--- src/rtl/ysyx_22041071_exu.sv ---
// ysyx_22041071_exu: execute stage with single-cycle ALU, branch resolution and
// iterative 64-cycle multiply/divide behind a valid/ready pipeline register.
module ysyx_22041071_exu #(
    parameter int XLEN = 64
) (
    input  logic            clk,
    input  logic            reset,
    input  logic            valid4,
    output logic            ready4,
    input  logic [XLEN-1:0] PC4,
    input  logic [31:0]     Ins3,
    input  logic [11:0]     BImm2,
    input  logic            Brch2,
    input  logic [4:0]      ALU_ctrl2,
    input  logic [XLEN-1:0] src_a,
    input  logic [XLEN-1:0] src_b,
    input  logic            MEM_W_en2,
    input  logic            WB_sel2,
    input  logic            reg_w_en2,
    input  logic [4:0]      rdest1,
    input  logic [XLEN-1:0] rt_data1,
    output logic            valid5,
    input  logic            ready5,
    output logic [XLEN-1:0] result,
    output logic [4:0]      rdest1_,
    output logic            reg_w_en3_,
    output logic [XLEN-1:0] PC5,
    output logic [31:0]     Ins4,
    output logic            MEM_W_en3,
    output logic            WB_sel3,
    output logic [XLEN-1:0] rt_data2,
    output logic            Brch_taken,
    output logic [XLEN-1:0] BPC
);
    typedef enum logic [1:0] {IDLE, MUL, DIV, DONE} state_t;

    state_t       state_q, state_d;
    logic [5:0]   cnt_q, cnt_d;
    logic [63:0]  hi_q, hi_d, lo_q, lo_d, m_q, m_d;
    logic [4:0]   op_q, op_d;
    logic         qneg_q, qneg_d, rneg_q, rneg_d, dz_q, dz_d;
    logic         valid_q, valid_d, rwe_q, rwe_d, brt_q, brt_d, memw_q, memw_d, wbs_q, wbs_d;
    logic [63:0]  res_q, res_d, pc_q, pc_d, rt_q, rt_d, bpc_q, bpc_d;
    logic [31:0]  ins_q, ins_d;
    logic [4:0]   rd_q, rd_d;

    logic         in_fire, out_fire, multi, is_mul, sgn, a_neg, b_neg, slt, cond;
    logic [5:0]   sh;
    logic [4:0]   shw;
    logic [63:0]  sra, a_mag, b_mag, alu, quot, rem, mres;
    logic [31:0]  addw, subw, sllw, srlw, sraw;
    logic [64:0]  msum, dt, ddiff;
    logic [127:0] prod;

    assign in_fire  = valid4 & ready4;
    assign out_fire = valid_q & ready5;
    assign ready4   = reset & (state_q == IDLE) & (~valid_q | ready5);

    assign sh   = src_b[5:0];
    assign shw  = src_b[4:0];
    assign sra  = $signed(src_a) >>> sh;
    assign addw = src_a[31:0] + src_b[31:0];
    assign subw = src_a[31:0] - src_b[31:0];
    assign sllw = src_a[31:0] << shw;
    assign srlw = src_a[31:0] >> shw;
    assign sraw = $signed(src_a[31:0]) >>> shw;
    assign slt  = $signed(src_a) < $signed(src_b);

    always_comb begin
        alu = 64'd0;
        case (ALU_ctrl2)
            5'd0:  alu = src_a + src_b;
            5'd1:  alu = src_a - src_b;
            5'd2:  alu = src_a & src_b;
            5'd3:  alu = src_a | src_b;
            5'd4:  alu = src_a ^ src_b;
            5'd5:  alu = src_a << sh;
            5'd6:  alu = src_a >> sh;
            5'd7:  alu = sra;
            5'd8:  alu = {63'd0, slt};
            5'd9:  alu = {63'd0, src_a < src_b};
            5'd10: alu = {{32{addw[31]}}, addw};
            5'd11: alu = {{32{subw[31]}}, subw};
            5'd12: alu = {{32{sllw[31]}}, sllw};
            5'd13: alu = {{32{srlw[31]}}, srlw};
            5'd14: alu = {{32{sraw[31]}}, sraw};
            default: alu = 64'd0;
        endcase
    end

    always_comb begin
        cond = 1'b0;
        case (Ins3[14:12])
            3'b000: cond = src_a == src_b;
            3'b001: cond = src_a != src_b;
            3'b100: cond = slt;
            3'b101: cond = ~slt;
            3'b110: cond = src_a < src_b;
            3'b111: cond = src_a >= src_b;
            default: cond = 1'b0;
        endcase
    end

    // Iterative units work on magnitudes; signs are reapplied once in DONE.
    assign multi  = (ALU_ctrl2 >= 5'd16) && (ALU_ctrl2 <= 5'd21);
    assign is_mul = (ALU_ctrl2 == 5'd16) || (ALU_ctrl2 == 5'd17);
    assign sgn    = is_mul || (ALU_ctrl2 == 5'd18) || (ALU_ctrl2 == 5'd20);
    assign a_neg  = sgn & src_a[63];
    assign b_neg  = sgn & src_b[63];
    assign a_mag  = a_neg ? -src_a : src_a;
    assign b_mag  = b_neg ? -src_b : src_b;

    assign msum  = {1'b0, hi_q} + (lo_q[0] ? {1'b0, m_q} : 65'd0);
    assign dt    = {hi_q, lo_q[63]};
    assign ddiff = dt - {1'b0, m_q};
    assign prod  = qneg_q ? -{hi_q, lo_q} : {hi_q, lo_q};
    assign quot  = dz_q ? '1 : (qneg_q ? -lo_q : lo_q);
    assign rem   = rneg_q ? -hi_q : hi_q;
    assign mres  = op_q == 5'd16 ? prod[63:0] :
                   op_q == 5'd17 ? prod[127:64] :
                   (op_q == 5'd18 || op_q == 5'd19) ? quot : rem;

    always_comb begin
        state_d = state_q;
        cnt_d   = cnt_q;
        hi_d    = hi_q;
        lo_d    = lo_q;
        m_d     = m_q;
        op_d    = op_q;
        qneg_d  = qneg_q;
        rneg_d  = rneg_q;
        dz_d    = dz_q;
        valid_d = out_fire ? 1'b0 : valid_q;
        res_d   = res_q;
        pc_d    = pc_q;
        ins_d   = ins_q;
        memw_d  = memw_q;
        wbs_d   = wbs_q;
        rwe_d   = rwe_q;
        rd_d    = rd_q;
        rt_d    = rt_q;
        bpc_d   = bpc_q;
        brt_d   = brt_q;
        if (in_fire) begin
            pc_d   = PC4;
            ins_d  = Ins3;
            memw_d = MEM_W_en2;
            wbs_d  = WB_sel2;
            rwe_d  = reg_w_en2;
            rd_d   = rdest1;
            rt_d   = rt_data1;
            brt_d  = Brch2 & cond;
            bpc_d  = PC4 + {{51{BImm2[11]}}, BImm2, 1'b0};
            if (multi) begin
                state_d = is_mul ? MUL : DIV;
                cnt_d   = 6'd0;
                hi_d    = 64'd0;
                lo_d    = is_mul ? b_mag : a_mag;
                m_d     = is_mul ? a_mag : b_mag;
                op_d    = ALU_ctrl2;
                qneg_d  = a_neg ^ b_neg;
                rneg_d  = a_neg;
                dz_d    = src_b == 64'd0;
            end else begin
                res_d   = alu;
                valid_d = 1'b1;
            end
        end
        case (state_q)
            MUL: begin
                hi_d    = msum[64:1];
                lo_d    = {msum[0], lo_q[63:1]};
                cnt_d   = cnt_q + 6'd1;
                state_d = &cnt_q ? DONE : MUL;
            end
            DIV: begin
                hi_d    = ddiff[64] ? dt[63:0] : ddiff[63:0];
                lo_d    = {lo_q[62:0], ~ddiff[64]};
                cnt_d   = cnt_q + 6'd1;
                state_d = &cnt_q ? DONE : DIV;
            end
            DONE: begin
                res_d   = mres;
                valid_d = 1'b1;
                state_d = IDLE;
            end
            default: ;
        endcase
    end

    always_ff @(posedge clk or negedge reset) begin
        if (!reset) begin
            state_q <= IDLE;
            cnt_q   <= 6'd0;
            hi_q    <= 64'd0;
            lo_q    <= 64'd0;
            m_q     <= 64'd0;
            op_q    <= 5'd0;
            qneg_q  <= 1'b0;
            rneg_q  <= 1'b0;
            dz_q    <= 1'b0;
            valid_q <= 1'b0;
            res_q   <= 64'd0;
            pc_q    <= 64'd0;
            ins_q   <= 32'd0;
            memw_q  <= 1'b0;
            wbs_q   <= 1'b0;
            rwe_q   <= 1'b0;
            rd_q    <= 5'd0;
            rt_q    <= 64'd0;
            bpc_q   <= 64'd0;
            brt_q   <= 1'b0;
        end else begin
            state_q <= state_d;
            cnt_q   <= cnt_d;
            hi_q    <= hi_d;
            lo_q    <= lo_d;
            m_q     <= m_d;
            op_q    <= op_d;
            qneg_q  <= qneg_d;
            rneg_q  <= rneg_d;
            dz_q    <= dz_d;
            valid_q <= valid_d;
            res_q   <= res_d;
            pc_q    <= pc_d;
            ins_q   <= ins_d;
            memw_q  <= memw_d;
            wbs_q   <= wbs_d;
            rwe_q   <= rwe_d;
            rd_q    <= rd_d;
            rt_q    <= rt_d;
            bpc_q   <= bpc_d;
            brt_q   <= brt_d;
        end
    end

    assign valid5     = valid_q;
    assign result     = res_q;
    assign rdest1_    = rd_q;
    assign reg_w_en3_ = rwe_q & valid_q;
    assign PC5        = pc_q;
    assign Ins4       = ins_q;
    assign MEM_W_en3  = memw_q;
    assign WB_sel3    = wbs_q;
    assign rt_data2   = rt_q;
    assign Brch_taken = brt_q & valid_q;
    assign BPC        = bpc_q;
endmodule

--- config.mk ---
export PLATFORM = sky130hd
export DESIGN_NAME = ysyx_22041071_exu
export DESIGN_NICKNAME = d
export VERILOG_FILES = /design/src/rtl/ysyx_22041071_exu.sv
export SDC_FILE = /design/constraint.sdc
export NUM_CORES = 2
export LEC_CHECK = 0
export ABC_AREA = 1
export BUFFER_PORTS_ARGS = -buffer_cell sky130_fd_sc_hd__buf_4
export CORE_ASPECT_RATIO = 1.5
export CORE_MARGIN = 5
export CORE_UTILIZATION = 45
export DETAILED_ROUTE_END_ITERATION = 10
export PLACE_DENSITY = 0.61
export SLEW_MARGIN = 40
export SYNTH_ARGS = -nofsm -noshare
export SYNTH_HDL_FRONTEND = slang
export SYNTH_SLANG_ARGS = --single-unit
--- constraint.sdc ---
create_clock -name clk -period 10 [get_ports clk]
set_input_delay 2 -clock clk [delete_from_list [all_inputs] [get_ports clk]]
set_output_delay 2 -clock clk [all_outputs]
set_load 0.02 [all_outputs]
==> results_dict.tcl, run 1 <==
set metrics [dict create \
    status "did not finish" \
    last-stage-reached "5_1_grt" \
    error "[ERROR GRT-0116] Global routing finished with congestion. Check the congestion regions in the DRC Viewer." \
    cts_htree_levels 2 \
    syn_avg_cell_area_um2 5.47 \
    place.gp.congestion 1.38 \
    globalRoute.totalOverflow 6488 \
    post_cts.repair.setup_buffers 0 \
    combinational_family_with_the_most_area_after_synthesis "simple AND/OR/NAND/NOR gates" \
    number_of_buffers_between_clock_root_and_the_deepest_sink 3 \
    die_x_um 342 \
    synth_seq_cells 505 \
    grt_max_degree 139 \
    numCtsBuffers 58 \
    synth_compound_area_share_pct 15.4 \
    cts_resized 0 \
    synth-async-reset-ratio_pct 100 \
    io_buffers 616 \
    grt_util_all_layers_pct 81.2 \
    grt_first_pass_wirelength_mm 1060 \
    post_cts_hold_buffer_count 0 \
    synthSimpleGateAreaFrac_pct 46.7 \
    post_synth_instance_area_mm2 0.0742 \
    synth_top_cells_by_area "nand2_1 (23%), dfrtp_1 (17%), nand3_1 (12%), nor2_1 (7.8%), inv_1 (7.7%)" \
    ys_warn_count 0 \
    boundaryPins 617 \
    yosys_most_used_dff "dfrtp_1" \
    initial_core_util_pct 45.3 \
    post_synth_xor_xnor_area_pct 2.75 \
    ys_seq_area_share_pct 17.0 \
    yosysUniqueCellTypes 66 \
    synth-edff-count 0 \
    synth_top_cell_area_share_pct 22.8 \
    synthMuxAreaShare_pct 0 \
    grt_pass1_vias 122491 \
    synth_largest_area_cell "nand2_1" \
    dp_hpwl_mm 486 \
    cts.root.buffer_cell "clkbuf_16" \
    synth_cells 13570 \
    syn_nets 14303 \
    rows 182 \
    share_of_synthesized_cell_area_in_full_adder_half_adder_and_majority_cells_pct 7.05 \
    tritoncts_sink_count 505 \
    chipHeight_um 507 \
]
==> cells by family after synthesis <==
family | Yosys count
XOR/XNOR | 233
adder cells (fa/ha/maj) | 415
buffers and inverters | 2091
AO/OA/AOI/OAI | 2023
flip-flops | 505
AND/OR/NAND/NOR | 8303
==> routing by layer <==
layer,GRT usage [%],overflow
met1,76.6,49
met2,105,4895
met3,61.1,90
met4,84.8,1447
met5,30.5,7
==> metrics by stage <==
step                hold slack, ns  utilization, %  worst slack [ns]  area (um^2)  instances
floorplan                    0.449               -              5.27        74200      13570
global placement             0.463            49.2              3.34        80600      15941
detailed placement           0.467            49.3              3.54        80800      15942
CTS                          0.484            50.5              4.31        82800      16050
==> Yosys cell counts, types with 41 or more instances <==
master    instances
ha_1            410
a21oi_1         710
nor3_1          141
xnor2_1          41
clkbuf_1        257
nand3_1        1741
o21ai_1          63
dfrtp_1         505
o21ai_0         673
nand2_1        4505
inv_1          1519
buf_1            96
a31oi_1          45
o211ai_1        166
o22ai_1         124
nand4_1         183
o21bai_1         62
buf_2           145
xor2_1          192
nor2_1         1533
a21o_1           47
==> inputs of run 2 (changes only) <==
- CORE_ASPECT_RATIO: 1.5 -> not set
- CORE_UTILIZATION: 45 -> 30
- PLACE_DENSITY: 0.61 -> not set
- PLACE_DENSITY_LB_ADDON: not set -> 0.15
==> run 2 against run 1 <==
  * The flow now finishes without violations
  * Area after synthesis did not move
  * Synthesized cell count did not move
==> results_dict.tcl, run 2 <==
set metrics [dict create \
    synth-edff-count 0 \
    drc_errors 0 \
    grt_max_degree 137 \
    worstReg2RegStart "lo_q[63]" \
    vdd.ir_drop.worst_mv 0.151 \
    cp-startpoint "lo_q[63]" \
    grt_pass1_vias 95544 \
    core_mm2 0.246 \
    layout.cells.most_common "nand2_1" \
    num_vias 101786 \
    tritoncts "done" \
    tightest_slew_ns 1.01 \
    met1_length_mm 237 \
    setup_skew_ns 0.0733 \
    post-route-period-util_pct 60.2 \
    chipHeight_um 507 \
    die_x_um 507 \
    drv_slew 0 \
    rsz0062_at_grt "no" \
    cts_htree_levels 3 \
    top_signal_layer_used "met5" \
    post_synth_instance_area_mm2 0.0742 \
    drtAntennaViolNets 0 \
    avgViaCountPerCell 5.88 \
    critical_path.max_fanout 37 \
    syn_nets 14303 \
    most_instantiated_library_cell_after_synthesis "nand2_1" \
    drtPass1Iterations 9 \
    area_growth_syn_to_layout_pct 14.9 \
    setup_total_negative_slack_ns 0 \
    cts_resized 0 \
    synth_cells 13570 \
    critical_path_source_type "flip-flop" \
    yosysUniqueCellTypes 66 \
    post_cts_hold_buffer_count 0 \
    filler_cell_count 28893 \
    end_kind "flip-flop" \
    multi_input_area_mm2 0.0538 \
    rows 182 \
    synth_top_cells_by_area "nand2_1 (23%), dfrtp_1 (17%), nand3_1 (12%), nor2_1 (7.8%), inv_1 (7.7%)" \
    final_routed_wire_length_divided_by_cell_count_um 36.1 \
    synth-async-reset-ratio_pct 100 \
    tritoncts_sink_count 505 \
    power.static_leakage_nw 43.1 \
    dieArea_mm2 0.257 \
    numCtsBuffers 72 \
    dp_hpwl_mm 527 \
    power_density_mw_per_mm2 258 \
    synth_top_cell_area_share_pct 22.8 \
    final_net_count 14655 \
    boundaryPins 617 \
    setup_violations 0 \
    holdCritStartpoint "Ins4[6]" \
    detailroute.wirelength.met3_mm 57.9 \
    placed_cell_count 17156 \
    synth_largest_area_cell "nand2_1" \
    final_period_minus_worst_setup_slack_ns 6.02 \
    place.gp.congestion 1.14 \
    finish.cell_count_without_fillers 17311 \
    status "finished, final reports clean" \
    path_clk_slew_ns 0.06 \
    crit_required_ns 10.60 \
    yosys_most_used_dff "dfrtp_1" \
    routed_wirelength_mm 625 \
    grt_util_all_layers_pct 46.3 \
    max_freq_mhz 166 \
    initial_core_util_pct 30.1 \
    ys_warn_count 0 \
    reported_max_cap_violation_count 0 \
    dr.first_iter.drc_count 14234 \
    worstSetupPathType "reg -> reg" \
    synth_seq_cells 505 \
    syn_avg_cell_area_um2 5.47 \
    clk-insertion-delay-late_ns 0.76 \
    critical_path_arrival_ns 6.62 \
    globalRoute.totalOverflow 0 \
    hold_violations 0 \
    ys_seq_area_share_pct 17.0 \
    number_of_buffers_between_clock_root_and_the_deepest_sink 3 \
    reg2reg_setup_slack_ns 3.98 \
    area.sequential_mm2 0.0126 \
    hold_path.class "reg -> reg" \
    cts.root.buffer_cell "clkbuf_16" \
    mostFrequentLayoutCells "nand2_1 (4503), nand3_1 (1737), nor2_1 (1517), inv_1 (1515), buf_4 (786)" \
    grt_first_pass_wirelength_mm 830 \
    post_cts.repair.setup_buffers 0 \
    routed-wl-met2_mm 261 \
    slew_headroom_pct 32.7 \
    post_synth_most_frequent_cells "nand2_1 (4505), nand3_1 (1741), nor2_1 (1533)" \
    layout-drive-gt1-share_pct 8.11 \
    grt_antenna_before_repair 47 \
    io_buffers 616 \
]
[run 2: power breakdown]
| part | internal (mW) | switching [mW] |
|---|---|---|
| registers | 2.97 | 1.19 |
| logic | 3.87 | 11.1 |
| clock network | 1.67 | 1.19 |
| total | 8.51 | 13.5 |
[run 2: logic make-up (layout without fill, tap and decap cells)]
family                   Yosys count  count (layout)  synth area share [%]
other                              0              21                     0
flip-flops                       505             505                  17.0
AND/OR/NAND/NOR                 8303            8303                  46.7
buffers and inverters           2091            2499                  11.0
AO/OA/AOI/OAI                   2023            2023                  15.4
XOR/XNOR                         233             233                  2.75
adder cells (fa/ha/maj)          415             415                  7.05
[run 2: final cells by class]
class                           instances  share of cell area, %
Multi-Input combinational cell      10974                   63.1
Sequential cell                       505                   14.8
Timing Repair Buffer                  804                   7.26
Inverter                             1565                   6.91
Tap cell                             3312                   4.86
Clock buffer                           99                   2.39
Clock inverter                         31                  0.605
Antenna cell                           21                 0.0616
[run 2: final timing paths]
| path | endpoint | cells past startpoint |
|---|---|---|
| min in group asynchronous | hi_q[19] | 1 |
| hold reg to reg | Ins4[6] | 2 |
| max in group asynchronous | PC5[25] | 5 |
| setup reg to reg | hi_q[46] | 21 |
| setup / recovery | hi_q[46] | 21 |
| hold / removal | Ins4[6] | 2 |
[run 2: per-stage QoR]
stage          utilization, %  hold WS, ns  area (um^2)  total power, mW  worst slack [ns]
6_report                 34.6        0.478        85300             22.0              3.98
5_1_grt                  34.6        0.489        85200             22.7              4.07
4_1_cts                  34.6        0.482        85100             21.4              4.16
3_5_place_dp             33.5        0.467        82600             18.5              3.42
3_3_place_gp             33.4        0.464        82300             18.5              3.38
2_1_floorplan               -        0.449        74200             11.3              5.27
[run 2: routing by layer]
metal  vias to the layer above  GRT usage (%)
met5                         -              0
met4                        38           40.9
met3                      1692           10.9
met2                      6255           69.0
met1                     48897           55.6
li1                      44904              -
[run 2: critical path, cell delays in order, from the launching register on]
cell and delay (ns):
dfrtp_1 0.47, clkinv_1 0.13, buf_4 0.23, ha_1 0.17, inv_1 0.25, fa_1 0.70, nand3_1 0.15, nand2_1 0.06
buf_4 0.22, a21oi_2 0.57, o21ai_2 0.30, nand2_1 0.12, nand2_1 0.11, nand2_1 0.12, nand3_2 0.27, nand2_4 0.63
buf_4 0.36, nand2_1 0.48, nand3_1 0.26, nand2_1 0.07, nand2_1 0.06, nand2_1 0.06
Note: power is estimated with default switching activity, not from simulation.
